[src/rtl/sha_msg_sched.sv]
// SHA-256 message schedule: expands one 512-bit block into 32 two-word beats.
// Optional SHA_SCHED_DBLBUF_EN adds a pending block buffer so blocks stream back to back.
module sha_msg_sched (
    input  logic         clk,
    input  logic         n_rst,
    input  logic         load,
    input  logic [511:0] block_in,
    output logic         in_ready,
    input  logic         hold,
    output logic         w_valid,
    output logic [63:0]  W,
    output logic [5:0]   cycle,
    output logic         done
);
    // state | meaning
    // IDLE  | waiting for a block, no beat presented
    // RUN   | presenting beat p (0..31) of the loaded block
    typedef enum logic {IDLE, RUN} state_t;

    state_t       state_q, state_d;
    logic [31:0]  win_q [16];
    logic [31:0]  win_d [16];
    logic [4:0]   p_q, p_d;
    logic [63:0]  w_d;
    logic [5:0]   cycle_d;
    logic         valid_d, done_d;
    logic         accept, start;
    logic [511:0] src;
    logic [31:0]  new0, new1;
`ifdef SHA_SCHED_DBLBUF_EN
    logic [511:0] pend_q, pend_d;
    logic         pend_full_q, pend_full_d, pend_release;
`endif

    function automatic logic [31:0] sig0(input logic [31:0] x);
        return {x[6:0], x[31:7]} ^ {x[17:0], x[31:18]} ^ (x >> 3);
    endfunction

    function automatic logic [31:0] sig1(input logic [31:0] x);
        return {x[16:0], x[31:17]} ^ {x[18:0], x[31:19]} ^ (x >> 10);
    endfunction

    // Window holds W[2p .. 2p+15]; the two words appended are W[2p+16], W[2p+17].
    assign new0 = sig1(win_q[14]) + win_q[9]  + sig0(win_q[1]) + win_q[0];
    assign new1 = sig1(win_q[15]) + win_q[10] + sig0(win_q[2]) + win_q[1];

`ifdef SHA_SCHED_DBLBUF_EN
    assign pend_release = (state_q == RUN) && !hold && (p_q == 5'd31) && pend_full_q;
    assign in_ready     = !pend_full_q || pend_release;
`else
    assign in_ready     = (state_q == IDLE);
`endif
    assign accept = load && in_ready;

    always_comb begin
        state_d = state_q;
        win_d   = win_q;
        p_d     = p_q;
        w_d     = W;
        cycle_d = cycle;
        valid_d = w_valid;
        done_d  = done;
        start   = 1'b0;
        src     = block_in;
`ifdef SHA_SCHED_DBLBUF_EN
        pend_d      = pend_q;
        pend_full_d = pend_full_q;
`endif
        case (state_q)
            IDLE: start = accept;
            RUN: begin
                if (!hold) begin
                    if (p_q == 5'd31) begin
                        state_d = IDLE;
                        p_d     = 5'd0;
                        w_d     = 64'd0;
                        cycle_d = 6'd0;
                        valid_d = 1'b0;
                        done_d  = 1'b0;
`ifdef SHA_SCHED_DBLBUF_EN
                        if (pend_full_q) begin
                            start       = 1'b1;
                            src         = pend_q;
                            pend_full_d = 1'b0;
                        end
`endif
                    end else begin
                        for (int i = 0; i < 14; i++) win_d[i] = win_q[i+2];
                        win_d[14] = new0;
                        win_d[15] = new1;
                        p_d       = p_q + 5'd1;
                        w_d       = {win_q[3], win_q[2]};
                        cycle_d   = {1'b0, p_q} + 6'd2;
                        done_d    = (p_q == 5'd30);
                    end
                end
            end
            default: state_d = IDLE;
        endcase
        if (start) begin
            for (int i = 0; i < 16; i++) win_d[i] = src[32*i +: 32];
            state_d = RUN;
            p_d     = 5'd0;
            w_d     = src[63:0];
            cycle_d = 6'd1;
            valid_d = 1'b1;
            done_d  = 1'b0;
        end
`ifdef SHA_SCHED_DBLBUF_EN
        // A block arriving mid-run (including the release cycle) parks in the buffer.
        if (accept && state_q == RUN) begin
            pend_d      = block_in;
            pend_full_d = 1'b1;
        end
`endif
    end

    always_ff @(posedge clk or negedge n_rst) begin
        if (!n_rst) begin
            state_q <= IDLE;
            for (int i = 0; i < 16; i++) win_q[i] <= 32'd0;
            p_q     <= 5'd0;
            W       <= 64'd0;
            cycle   <= 6'd0;
            w_valid <= 1'b0;
            done    <= 1'b0;
`ifdef SHA_SCHED_DBLBUF_EN
            pend_q      <= 512'd0;
            pend_full_q <= 1'b0;
`endif
        end else begin
            state_q <= state_d;
            for (int i = 0; i < 16; i++) win_q[i] <= win_d[i];
            p_q     <= p_d;
            W       <= w_d;
            cycle   <= cycle_d;
            w_valid <= valid_d;
            done    <= done_d;
`ifdef SHA_SCHED_DBLBUF_EN
            pend_q      <= pend_d;
            pend_full_q <= pend_full_d;
`endif
        end
    end
endmodule

[config.mk]
export PLATFORM = sky130hd
export DESIGN_NAME = sha_msg_sched
export DESIGN_NICKNAME = d
export VERILOG_FILES = /design/src/rtl/sha_msg_sched.sv
export SDC_FILE = /design/constraint.sdc
export NUM_CORES = 2
export LEC_CHECK = 0
export CAP_MARGIN = 5
export CORE_MARGIN = 5
export CORE_UTILIZATION = 40
export DETAILED_ROUTE_END_ITERATION = 16
export PLACE_DENSITY = 0.73
export SETUP_SLACK_MARGIN = 0.1
export SYNTH_ARGS = -nofsm -noshare
export SYNTH_HDL_FRONTEND = slang
export SYNTH_SLANG_ARGS = --single-unit
[constraint.sdc]
create_clock -name clk -period 5.65 [get_ports clk]
set_input_delay 0.8475 -clock clk [delete_from_list [all_inputs] [get_ports clk]]
set_output_delay 0.8475 -clock clk [all_outputs]
set_load 0.05 [all_outputs]
==> results.sh <==
export IMPL_area_sequential_um2=14760
export IMPL_fmaxAchievable_mhz=215.6
export IMPL_numCtsBuffers=69
export IMPL_endpoint_kind="flip-flop"
export IMPL_io_pin_count=589
export IMPL_path_cells="xor2_1 -> xnor2_1 -> fa_1 -> inv_1 -> fa_1 -> ha_1 -> fa_1 -> a211oi_1 -> o21bai_1 -> a22oi_2 -> nor2_1 -> a211oi_2 -> o21ai_0 -> xnor2_1 -> a21oi_1"
export IMPL_htreeDepth=3
export IMPL_gp_congestion=1.029
export IMPL_synth_cell_type_count=64
export IMPL_synthCells=4184
export IMPL_final_setup_tns_ns=0
export IMPL_synth_edf_count=0
export IMPL_drc_errors=0
export IMPL_crit_slowest_cell="fa_1"
export IMPL_crit_arrival_ns=5.12
export IMPL_synth_area_leaders="dfrtp_1 42%, nand2_1 10%, a31oi_1 8.2%"
export IMPL_clock_latency_ns=0.64
export IMPL_netlist_area_leader_share_pct=42.28
export IMPL_worstPathMaxFanout=5
export IMPL_num_vias=32837
export IMPL_design_area_um2=44000
export IMPL_vias_per_cell=5.681
export IMPL_ctsHoldBuffers=0
export IMPL_synth_top_cell_by_area="dfrtp_1"
export IMPL_rsz0062_at_grt="false"
export IMPL_synth_compound_area_share_pct=15.60
export IMPL_crit_top_cell="fa_1"
export IMPL_syn2layout_area_growth_pct=26.00
export IMPL_hold_violations=0
export IMPL_cts_sinks=590
export IMPL_post_cts_buffers=0
export IMPL_final_cells=5780
export IMPL_first_pass_iters=6
export IMPL_grt_pass1_vias=31692
export IMPL_cts_resized=0
export IMPL_synth_fa_ha_area_share_pct=9.473
export IMPL_cts_tree="done"
export IMPL_die_area_um2=93320
export IMPL_setup_viol=0
export IMPL_ant_nets=0
export IMPL_slew_viol_final=0
export IMPL_seq_area_frac_synth_pct=42.28
export IMPL_initial_core_util_pct=40.25
export IMPL_maxSlewHeadroom_pct=26.58
export IMPL_cap_violations=0
export IMPL_portBuffers=588
export IMPL_worstSetupPathDepth=15
export IMPL_synth_most_common_cell="nand2_1"
export IMPL_fp_dieH_um=305.5
export IMPL_reg2reg_depth=15
export IMPL_fill_cells=8237
export IMPL_antenna_found_initial=19
export IMPL_finalClockSkew_ns=0.04236
export IMPL_synth_seq_cells=590
export IMPL_min_period_ns=4.638
export IMPL_status="finished, final reports clean"
export IMPL_drive_gt1_share_pct=4.141
export IMPL_syn_avg_cell_area_um2=8.347
export IMPL_cts_clk_slew_worst_paths_ns=0.07
export IMPL_synth_simple_area_share_pct=18.68
export IMPL_coreArea_um2=86750
export IMPL_tightest_slew_ns=1.101
export IMPL_synthXorXnorAreaFrac_pct=7.248
export IMPL_place_area_um2=41620
export IMPL_grt_max_degree=204
export IMPL_syn_nets=4890
export IMPL_hold_path_class="in -> async"
export IMPL_muxShareOfSynthArea_pct=0.05733
export IMPL_period_share_pct=82.09
export IMPL_crit_buf_inv=1
export IMPL_synth_top_family_by_area="simple AND/OR/NAND/NOR gates"
export IMPL_placed_cells=5644
export IMPL_grt_overflow_total=0
export IMPL_critPathLaunchType="flip-flop"
export IMPL_routedWlPerCell_um=27.28
export IMPL_syn_area_um2=34920
export IMPL_die_w_um=305.5
export IMPL_multiInputGateArea_um2=17870
export IMPL_cts_buffer_depth=3
export IMPL_cts_root_buf="clkbuf_16"
export IMPL_drt_initial_drc_count=4139
export IMPL_async_flop_share_pct=100.0
export IMPL_grt_pass1_wl_mm=223.6
export IMPL_cp_required_ns=6.13
export IMPL_fp_row_count=108
export IMPL_finalWirelength_mm=157.7
export IMPL_netlist_top_cells_count="975 x nand2_1, 590 x dfrtp_1, 501 x nor2_1"
export IMPL_hpwl_mm=124.4
export IMPL_grt_usage_pct=32.61
export IMPL_path_class="reg -> reg"
export IMPL_ys_warn_count=0
export IMPL_nNetsFinal=5266
export IMPL_critPathMaxStageDelay_ns=0.49
export IMPL_worst_path_dominant_cell_family="adder cells"
export IMPL_synthFlopType="dfrtp_1"
## cells in the final DEF (no fill, tap or decap), types with 6 or more instances in the layout
master and count:
clkbuf_1 14, clkbuf_8 12, o21bai_1 12, o21ai_0 139, nand4_1 14, a21o_1 24, a22oi_1 26, o22ai_1 14
dfrtp_1 590, buf_4 44, fa_1 124, inv_1 249, nand3_1 15, bufinv_16 6, a211oi_1 9, clkdlybuf4s50_1 587
o21a_1 7, nor3_1 12, buf_12 19, ha_1 65, nand2_1 973, diode_2 13, and3_1 8, a31oi_1 460
nor2b_1 7, xnor2_1 196, clkbuf_16 69, a21oi_1 158, nor2_1 500, clkinv_2 12, xor2_1 93, nor3b_1 65
## routing by layer
metal	vias up	share of wire [%]	GRT usage, %
met5	-	0.056	0
met4	12	6.5	17.33
met3	369	9.6	6.951
met2	1869	45	51.30
met1	16016	39	42.57
li1	14571	-	-
## sequential cells by signal, indices dropped and copies added, names as in the netlist
| name | count |
|---|---|
| p_q | 5 |
| W | 64 |
| win_q | 512 |
| done | 1 |
| cycle | 6 |
| state_q | 1 |
| w_valid | 1 |
## logic make-up after synthesis
logic type,after synthesis
buffers and inverters,595
DFF,590
xor gates and xnor gates,289
AOI/OAI and AO/OA,896
and+or+nand+nor,1622
adders and majority gates,190
muxes,2
## path summary, 6_finish.rpt
kind | from | end | slack (ns)
max in group asynchronous | n_rst | win_q[321]$_DFFE_PN0P_ | 4.07
worst min register to register | cycle[5]$_DFFE_PN0P_ | cycle[5]$_DFFE_PN0P_ | 0.46
min in group clk | cycle[5]$_DFFE_PN0P_ | cycle[5]$_DFFE_PN0P_ | 0.46
worst max-delay path | win_q[50]$_DFFE_PN0P_ | win_q[55]$_DFFE_PN0P_ | 1.01
worst max register to register | win_q[50]$_DFFE_PN0P_ | win_q[55]$_DFFE_PN0P_ | 1.01
worst min-delay path | n_rst | W[60]$_DFFE_PN0P_ | 0.17
## cell type report
cell class	instances	area share (%)
clock buffer	95	4.419
inverter	249	2.124
timing repair buffer	651	15.00
sequential	590	33.55
antenna	13	0.07393
clock inverter	28	0.9242
tap	1155	3.284
multi-input combinational	2999	40.62
## stage by stage
stage	util, %	hold slack [ns]	setup slack [ns]
floorplan	-	0.4802	1.570
global placement	47.97	0.4615	1.120
detailed placement	47.97	0.4551	1.141
CTS	50.68	0.1619	1.108
global route	50.71	0.1784	0.8304
finish	50.72	0.1661	1.012
Power is left out: the tool's default activity adds up to more than one toggle a clock period on the data nets, which glitch-free logic cannot reach.
